<file path="src/rtl/iter_alu.sv">
// Iterative ALU: single-step arithmetic/logic ops plus bit-serial shifts and rotates
// sequenced by an IDLE/SHIFT/DONE controller with a valid/ready handshake on both sides.
module iter_alu #(
  parameter int W  = 8,
  parameter int SW = $clog2(W)
) (
  input  logic         Clk,
  input  logic         Reset_n,
  input  logic         In_valid,
  output logic         In_ready,
  input  logic [2:0]   OP,
  input  logic [W-1:0] InputA,
  input  logic [W-1:0] InputB,
  input  logic         SC_in,
  output logic         Out_valid,
  input  logic         Out_ready,
  output logic [W-1:0] Out,
  output logic         Carry,
  output logic         Zero,
  output logic         Parity,
  output logic         Odd,
  output logic         Busy
);

  typedef enum logic [1:0] {IDLE, SHIFT, DONE} state_t;
  typedef enum logic [2:0] {
    OP_ADD, OP_LSL, OP_LSR, OP_XOR, OP_SNE, OP_SEQ, OP_MSK, OP_ROR
  } op_t;

  localparam logic [W-1:0] W_VAL = W'(W);

  state_t        state;
  op_t           op_q;
  logic          fill_q;
  logic [W-1:0]  res;
  logic          res_c;
  logic [SW-1:0] cnt;

  op_t           op_in;
  logic [W:0]    sum;
  logic          amt_big;
  logic          amt_zero;
  logic [W-1:0]  rot_k;
  logic [W-1:0]  one_res;
  logic          one_c;
  logic          iter;
  logic [SW-1:0] k_load;

  assign op_in    = op_t'(OP);
  assign sum      = {1'b0, InputA} + {1'b0, InputB} + {{W{1'b0}}, SC_in};
  assign amt_big  = (InputB >= W_VAL);
  assign amt_zero = (InputB == '0);
  assign rot_k    = InputB % W_VAL;

  // Result of the accepting edge: either the final answer, or the work-register seed
  // (InputA) when the operation continues bit by bit in SHIFT.
  // NOTE: every output of this block gets a default first so no latch is inferred.
  always_comb begin
    one_res = InputA;
    one_c   = 1'b0;
    iter    = 1'b0;
    k_load  = InputB[SW-1:0];
    case (op_in)
      OP_ADD: {one_c, one_res} = sum;
      OP_XOR: one_res = InputA ^ InputB;
      OP_SNE: one_res = {{(W-1){1'b0}}, (InputA != InputB)};
      OP_SEQ: one_res = {{(W-1){1'b0}}, (InputA == InputB)};
      OP_MSK: if (!amt_big) one_res = InputA ^ (W'(1) << InputB);
      OP_LSL, OP_LSR: begin
        if (amt_big) begin
          one_res = {W{SC_in}};
          one_c   = SC_in;
        end else if (!amt_zero) begin
          iter = 1'b1;
        end
      end
      OP_ROR: begin
        if (rot_k != '0) begin
          iter   = 1'b1;
          k_load = rot_k[SW-1:0];
        end
      end
      default: ;
    endcase
  end

  // NOTE: sequential state uses non-blocking assignments so every register samples
  // pre-edge values, independent of statement order.
  always_ff @(posedge Clk or negedge Reset_n) begin
    if (!Reset_n) begin
      state  <= IDLE;
      op_q   <= OP_ADD;
      fill_q <= 1'b0;
      res    <= '0;
      res_c  <= 1'b0;
      cnt    <= '0;
    end else begin
      case (state)
        IDLE: begin
          if (In_valid) begin
            op_q   <= op_in;
            fill_q <= SC_in;
            res    <= one_res;
            res_c  <= one_c;
            if (iter) begin
              cnt   <= k_load;
              state <= SHIFT;
            end else begin
              state <= DONE;
            end
          end
        end
        SHIFT: begin
          case (op_q)
            OP_LSL:  {res_c, res} <= {res, fill_q};
            OP_LSR:  {res, res_c} <= {fill_q, res};
            default: begin
              res   <= {res[0], res[W-1:1]};
              res_c <= res[0];
            end
          endcase
          cnt <= cnt - 1'b1;
          if (cnt == SW'(1)) state <= DONE;
        end
        DONE: begin
          if (Out_ready) state <= IDLE;
        end
        default: state <= IDLE;
      endcase
    end
  end

  assign In_ready  = (state == IDLE);
  assign Out_valid = (state == DONE);
  assign Busy      = (state != IDLE);
  assign Out       = res;
  assign Carry     = res_c;
  assign Zero      = ~|res;
  assign Parity    = ^res;
  assign Odd       = res[0];

endmodule

</file>
<file path="config.mk">
export PLATFORM = sky130hd
export DESIGN_NAME = iter_alu
export DESIGN_NICKNAME = d
export VERILOG_FILES = /design/src/rtl/iter_alu.sv
export SDC_FILE = /design/constraint.sdc
export NUM_CORES = 1
export LEC_CHECK = 0
export CAP_MARGIN = 15
export CORE_ASPECT_RATIO = 1.25
export CORE_MARGIN = 3
export CORE_UTILIZATION = 30
export DETAILED_ROUTE_END_ITERATION = 12
export GPL_TIMING_DRIVEN = 0
export SLEW_MARGIN = 5
export SYNTH_ARGS = -nofsm -noshare
export SYNTH_HDL_FRONTEND = slang
export SYNTH_SLANG_ARGS = --single-unit
</file>
<file path="constraint.sdc">
create_clock -name Clk -period 3.16 [get_ports Clk]
set_input_delay 0.632 -clock Clk [delete_from_list [all_inputs] [get_ports Clk]]
set_output_delay 0.632 -clock Clk [all_outputs]
set_load 0.1 [all_outputs]
</file>
==> results of run 1 <==
==> critical path, stage by stage <==
cell             delay [ns]
clkdlybuf4s50_1        0.50
fa_1                   0.45
inv_1                  0.09
fa_1                   0.23
nand3b_1               0.12
nand2_1                0.09
a31oi_2                0.23
xor2_1                 0.18
nor2_1                 0.05
or4_1                  0.51
==> cell type report <==
cell class / instances / area [um2]
fill: 692 / 3976
multi-input combinational: 232 / 1524
sequential: 18 / 450.4
timing repair buffer: 37 / 376.6
tap: 87 / 108.9
inverter: 19 / 71.32
clock buffer: 4 / 55.05
buffer: 10 / 43.79
==> timing repair <==
| action | CTS | global route |
|---|---|---|
| pin swaps | 0 | 0 |
| endpoints found under the setup margin | 1 | 1 |
| gates resized for setup | 3 | 3 |
==> per-layer routing <==
layer,vias up,routed length [um]
li1,1096,-
met1,966,2679
met2,65,3128
met3,11,253
met4,0,131
met5,-,0
==> where the power goes <==
group	switching, mW	internal, mW	leakage [nW]
registers	0.105	0.333	0.222
clock network	0.0731	0.111	0.0288
logic	1.46	0.604	0.809
==> stage by stage <==
stage                     std cells  area (um2)  utilization (%)  setup WS [ns]  setup TNS [ns]
final                           407        2630            39.81         0.1829               0
after floorplan                 279        2083                -         0.2033               0
after global routing            407        2630            39.81        0.07965               0
after global placement          403        2562            38.79        -0.2229         -0.3346
after CTS                       407        2619            39.64        0.06275               0
after detailed placement        403        2562            38.79        -0.2033         -0.3549
==> sequential cells by signal, summed over array words and instances (netlist names) <==
| name | cells |
|---|---|
| state | 2 |
| Out | 8 |
| fill_q | 1 |
| cnt | 3 |
| op_q | 3 |
| Carry | 1 |
==> cell usage in the layout (no fill, tap or decap), types with 3 or more instances in the layout <==
cell type	instances
a21oi_1	25
o221ai_1	3
nor3_1	4
nor2_1	29
o21ai_0	24
nand2_1	31
xor2_1	4
a31oi_1	6
xnor2_1	8
or4_1	4
dfrtp_1	18
o21a_1	3
nand3_1	5
o211ai_1	6
ha_1	14
inv_1	19
a2111oi_0	3
nand2b_1	3
clkdlybuf4s50_1	34
nor2b_1	3
nand4_1	3
clkbuf_8	4
or2_2	5
and3_1	3
clkbuf_1	7
o22ai_1	7
==> worst max path at each step <==
stage / startpoint / endpoint / slack (ns) / depth (start not counted)
4_1_cts: InputB[0] / Out[6] / 0.06 / 10
3_5_place_dp: InputB[0] / Out[6] / -0.20 / 10
5_1_grt: SC_in / Out[6] / 0.08 / 10
6_report: SC_in / Out[6] / 0.18 / 10
3_3_place_gp: InputB[0] / Out[6] / -0.22 / 10
2_1_floorplan: Out[0] / Parity / 0.20 / 4
==> kinds of logic after synthesis <==
| kind of cell | share of synthesized area [%] |
|---|---|
| muxes | 0.5454 |
| DFF | 21.82 |
| and+or+nand+nor | 26.67 |
| buffers and inverters | 5.576 |
| adders and majority gates | 10.42 |
| xor gates and xnor gates | 5.515 |
| AOI/OAI and AO/OA | 29.46 |
==> metrics.csv, run 1 <==
stage;metric;value;unit
status;status;finished clean;
synthesis;leading area contributor after synthesis;dfrtp_1;
global_route;GRT Util Overall;15.86;%
cts;Hold-fix buffers, CTS;0;
power_and_ir_drop;total power;2.683;mW
timing;Slew @ Worst Pin;0.9673;ns
cts;H-tree Lvls;1;
min_path;Hold Path Class;flop to flop;
min_path;Worst Hold Launch;cnt[2];
cts;Sink Count;18;
global_route;initial antenna violation count;0;
synthesis;post-synth cell types;56;
drt;via count;2138;
global_route;met2 usage;27.81;%
synthesis;synth cell count leaders;nand2_1, nor2_1, a21oi_1;
placement;I/O Buffers;37;
placement;half-perimeter wire length after placement;5.172;mm
run;Max Cap Viol;0;
synthesis;top post-synthesis cells by area;dfrtp_1, ha_1, a21oi_1;
synthesis;Synth top area share;21.82;%
synthesis;commonest register cell after synthesis;dfrtp_1;
critical_path;worst reg-to-reg path cell count;8;
final_layout;final net count;361;
critical_path;R2R Path Start;state[0];
power_and_ir_drop;pwr/cell area;1020;nW/um2
critical_path;crit path max fanout;4;
final_layout;share of layout cells above drive strength 1;7.813;%
cts;root buffer cell;clkbuf_8;
timing;fin crit share;94.21;%
floorplanning;die height;98.75;um
global_route;met1 Use GR;20.43;%
global_route;met3 usage;0.4570;%
critical_path;reg-to-reg slack, setup;1.02;ns
critical_path;worst path required time;3.28;ns
timing;min Tclk post-route;2.977;ns
power_and_ir_drop;VDD IR-drop max;0.001772;V
floorplanning;die width;80.20;um
cts;TritonCTS clock tree;done;
final_layout;area delta synth->final;27.39;%
synthesis;Yosys reg bits;18;
cts;total CTS buffers;3;
floorplanning;Initial Util;31.25;%
synthesis;post-synthesis async set-or-reset flop share;100.0;%
drt;Final ANT Viol Nets;0;
synthesis;Yosys warning count;0;
synthesis;Post-Syn Nets;319;
synthesis;sequential area share after synthesis;21.82;%
timing;Fin Hold WS;0.5307;ns
drt;Post-Route WL;6.194;mm
cts;post-CTS setup buffer count;0;
placement;RePlAce Congestion;0.9108;
timing;Setup Skew;0.007255;ns
timing;final hold vios;0;
floorplanning;die area;7919;um2
global_route;largest net degree at the start of global routing;19;
global_route;GR Overflow Total;0;
critical_path;end of the worst register-to-register path;Out[1];
global_route;GR peak layer;met2;
critical_path;WS Path Type;input pin to flop;
min_path;hold path depth;1;
drt;WL/cell;15.22;um
drt;Remaining DRCs;0;
synthesis;Post-synth EDFFs;0;
critical_path;Crit. End Element;flop;
global_route;first-pass GRT wire length;10.03;mm
timing;RSZ-0062 raised after global routing;no;
timing;FMAX;335.9;MHz
cts;Clock Pin Slew Worst Setup and Hold Paths;0.07;ns
global_route;vias in the first global route;2057;
drt;Pre-Repair DR Iteration Count;4;
synthesis;count leader, synth;nand2_1;
power_and_ir_drop;leak pwr;1.060;nW
cts;Clock Path Buffers;2;
floorplanning;area of the core;6606;um2
drt;drt via density;5.253;
final_layout;Ant. Diodes;0;
critical_path;crit path launch type;input pin;
critical_path;crit path DAT;3.10;ns
floorplanning;# rows;33;
synthesis;Post-Syn Area;2064;um2
floorplanning;I/O Pins;39;
drt;initial DRC count;96;
synthesis;Avg Synthesized Cell Area;7.400;um2
cts;clk_lat worst skew;0.25;ns
timing;setup violators final;0;
timing;Slew headroom;35.31;%
timing;final max-slew violation count;0;
synthesis;synthesized instance count;279;
min_path;Hold Path Sink;cnt[2];
Power figures use the tool's default switching activity.
==> run 2: changes to the inputs <==
--- a/config.mk
+++ b/config.mk
@@ -6,11 +6,11 @@
 export NUM_CORES = 1
 export LEC_CHECK = 0
 export CAP_MARGIN = 15
-export CORE_ASPECT_RATIO = 1.25
 export CORE_MARGIN = 3
-export CORE_UTILIZATION = 30
+export CORE_UTILIZATION = 57
 export DETAILED_ROUTE_END_ITERATION = 12
 export GPL_TIMING_DRIVEN = 0
+export PLACE_DENSITY = 0.86
 export SLEW_MARGIN = 5
 export SYNTH_ARGS = -nofsm -noshare
 export SYNTH_HDL_FRONTEND = slang
==> constraint.sdc (replaced) <==
create_clock -name Clk -period 3.62 [get_ports Clk]
set_input_delay 0.724 -clock Clk [delete_from_list [all_inputs] [get_ports Clk]]
set_output_delay 0.724 -clock Clk [all_outputs]
set_load 0.1 [all_outputs]
==> run 2 against run 1 <==
Effect of this change:
- die area shrank 45%
- sequential cell count did not move
- clock skew is 0.00059 ns higher
- register-to-register slack gained 0.49 ns
- critical path type is now flop to primary output
- sequential power is 13% lower
- design area down 4.1%
- highest routed layer unchanged
- routed wire length fell by 7.2%
- setup slack better by 0.026 ns
- non-clock buffer count unchanged
- first-iteration DRC count rose to 2.6 times the previous value
- worst hold slack improved by 0.016 ns
==> metrics.csv, run 2 (same netlist as run 1, synthesis figures left out) <==
stage;metric;value;unit;change
cts;Clock Path Buffers;2;;unchanged
run;Max Cap Viol;0;;unchanged
placement;RePlAce Congestion;0.9172;;+0.70%
critical_path;end of the worst register-to-register path;Out[1];;
drt;Final ANT Viol Nets;0;;unchanged
timing;final hold vios;0;;unchanged
drt;drt via density;6.167;;+17%
global_route;GRT Util Overall;27.18;%;+11 points
timing;FMAX;293.1;MHz;
cts;H-tree Lvls;1;;unchanged
timing;setup violators final;0;;unchanged
placement;I/O Buffers;37;;unchanged
drt;Remaining DRCs;0;;unchanged
power_and_ir_drop;pwr/cell area;819.8;nW/um2;-20%
drt;Post-Route WL;5.747;mm;-7.2%
global_route;vias in the first global route;1994;;-3.1%
floorplanning;die width;66.18;um;-17%
final_layout;share of layout cells above drive strength 1;6.897;%;-0.92 points
timing;Sum Neg Setup Slack;0;ns;unchanged
final_layout;Final Core Density;73.85;%;+34 points
cts;Clock Pin Slew Worst Setup and Hold Paths;0.10;ns;+0.03 ns
critical_path;crit path DAT;2.69;ns;-0.41 ns
global_route;first-pass GRT wire length;9.356;mm;-6.7%
timing;Slew headroom;34.67;%;-0.64 points
critical_path;worst reg-to-reg path cell count;8;;unchanged
power_and_ir_drop;VDD IR-drop max;0.0004774;V;-73%
cts;total CTS buffers;3;;unchanged
final_layout;# fillers;288;;-58%
cts;clk_lat worst skew;0.28;ns;+0.03 ns
cts;Sink Count;18;;unchanged
cts;Hold-fix buffers, CTS;0;;unchanged
global_route;GR Overflow Total;0;;unchanged
global_route;initial antenna violation count;0;;unchanged
floorplanning;die height;66.18;um;-33%
placement;half-perimeter wire length after placement;4.727;mm;-8.6%
final_layout;max FFs per register;8;;unchanged
critical_path;reg-to-reg slack, setup;1.51;ns;+0.49 ns
floorplanning;die area;4380;um2;-45%
drt;initial DRC count;248;;+160%
final_layout;commonest non-fill, non-tap cell in the layout;clkdlybuf4s50_1;;
timing;RSZ-0062 raised after global routing;no;;
power_and_ir_drop;total power;2.068;mW;-23%
timing;final max-slew violation count;0;;unchanged
global_route;largest net degree at the start of global routing;19;;unchanged
timing;Fin Hold WS;0.5470;ns;+0.01635 ns
placement;DP Worst Slack;0.1194;ns;+0.3227 ns
cts;root buffer cell;clkbuf_4;;
cts;TritonCTS clock tree;done;;
min_path;Worst Hold Launch;fill_q;;
floorplanning;# rows;21;;-36%
drt;WL/cell;15.75;um;+3.5%
timing;worst setup margin;0.2086;ns;+0.02575 ns
critical_path;Crit. End Element;primary output;;
drt;via count;2251;;+5.3%
power_and_ir_drop;leak pwr;1.024;nW;-3.4%
critical_path;crit path launch type;flop;;
final_layout;area delta synth->final;22.18;%;
status;status;finished clean;;
timing;min Tclk post-route;3.411;ns;
critical_path;worst path required time;2.90;ns;-0.38 ns
floorplanning;Initial Util;60.44;%;+29 points
min_path;Hold Path Sink;fill_q;;
final_layout;most frequent cells in the layout;clkdlybuf4s50_1, nand2_1, nor2_1, a21oi_1, o21ai_0;;
final_layout;final net count;361;;unchanged
floorplanning;area of the core;3416;um2;-48%
final_layout;Ant. Diodes;0;;unchanged
cts;post-CTS setup buffer count;0;;unchanged
timing;fin crit share;94.24;%;
critical_path;crit path max fanout;6;;+2
critical_path;WS Path Type;flop to primary output;;
timing;Setup Skew;0.007849;ns;+0.0005942 ns
min_path;hold path depth;2;;+1
floorplanning;I/O Pins;39;;unchanged
timing;Slew @ Worst Pin;0.9769;ns;+0.009628 ns
drt;Pre-Repair DR Iteration Count;5;;+1
min_path;Hold Path Class;flop to flop;;
cts;cts repair resizes;0;;-3
critical_path;R2R Path Start;state[0];;
[run 2: report_power, final]
group / switching (mW) / internal, mW
clock: 0.0542 / 0.0385
combinational: 1.12 / 0.472
sequential: 0.0915 / 0.290
[run 2: cell type report]
cell class | count | area [um2] | share of cell area [%]
plain buffers | 10 | 43.79 | 1.736
clock buffers | 3 | 22.52 | 0.8929
inverters | 19 | 71.32 | 2.827
multi-input cells | 232 | 1506 | 59.72
flip-flops and latches | 18 | 450.4 | 17.86
well taps | 46 | 57.56 | 2.282
repair buffers | 37 | 370.4 | 14.68
[run 2: how the worst max path moves through the flow]
| stage | startpoint | endpoint | slack [ns] | cells after the start |
|---|---|---|---|---|
| after detailed placement | InputB[0] | Out[6] | 0.12 | 10 |
| after global routing | Out[0] | Parity | 0.07 | 5 |
| after CTS | Out[0] | Parity | 0.19 | 5 |
| after floorplan | Out[0] | Parity | 0.28 | 4 |
| final | Out[0] | Parity | 0.21 | 5 |
| after global placement | InputB[0] | Out[6] | 0.17 | 10 |
[run 2: per-stage QoR]
stage          area (um2)  cells
3_3_place_gp         2500    362
5_1_grt              2522    365
2_1_floorplan        2072    279
4_1_cts              2522    365
6_report             2522    365
3_5_place_dp         2500    362
[run 2: metal layers]
metal	share of wire, %	vias to the layer above	GRT usage [%]
met5	0	-	0
met4	3.1	0	8.376
met3	7.0	20	1.871
met2	48	122	47.83
met1	42	1013	35.20
li1	-	1096	-
[run 2: critical path: stages, from the launching register on]
cell and delay [ns]:
dfrtp_1 0.46, inv_1 0.12, ha_1 0.31, xor2_1 0.24, xnor2_2 0.14, clkdlybuf4s50_1 1.14
==> run 3: changes to the inputs <==
--- a/config.mk
+++ b/config.mk
@@ -15,3 +15,4 @@
 export SYNTH_ARGS = -nofsm -noshare
 export SYNTH_HDL_FRONTEND = slang
 export SYNTH_SLANG_ARGS = --single-unit
+export TNS_END_PERCENT = 100
==> results of run 3 <==
Same layout as run 2: the final DEF is identical, and so are final timing and power.
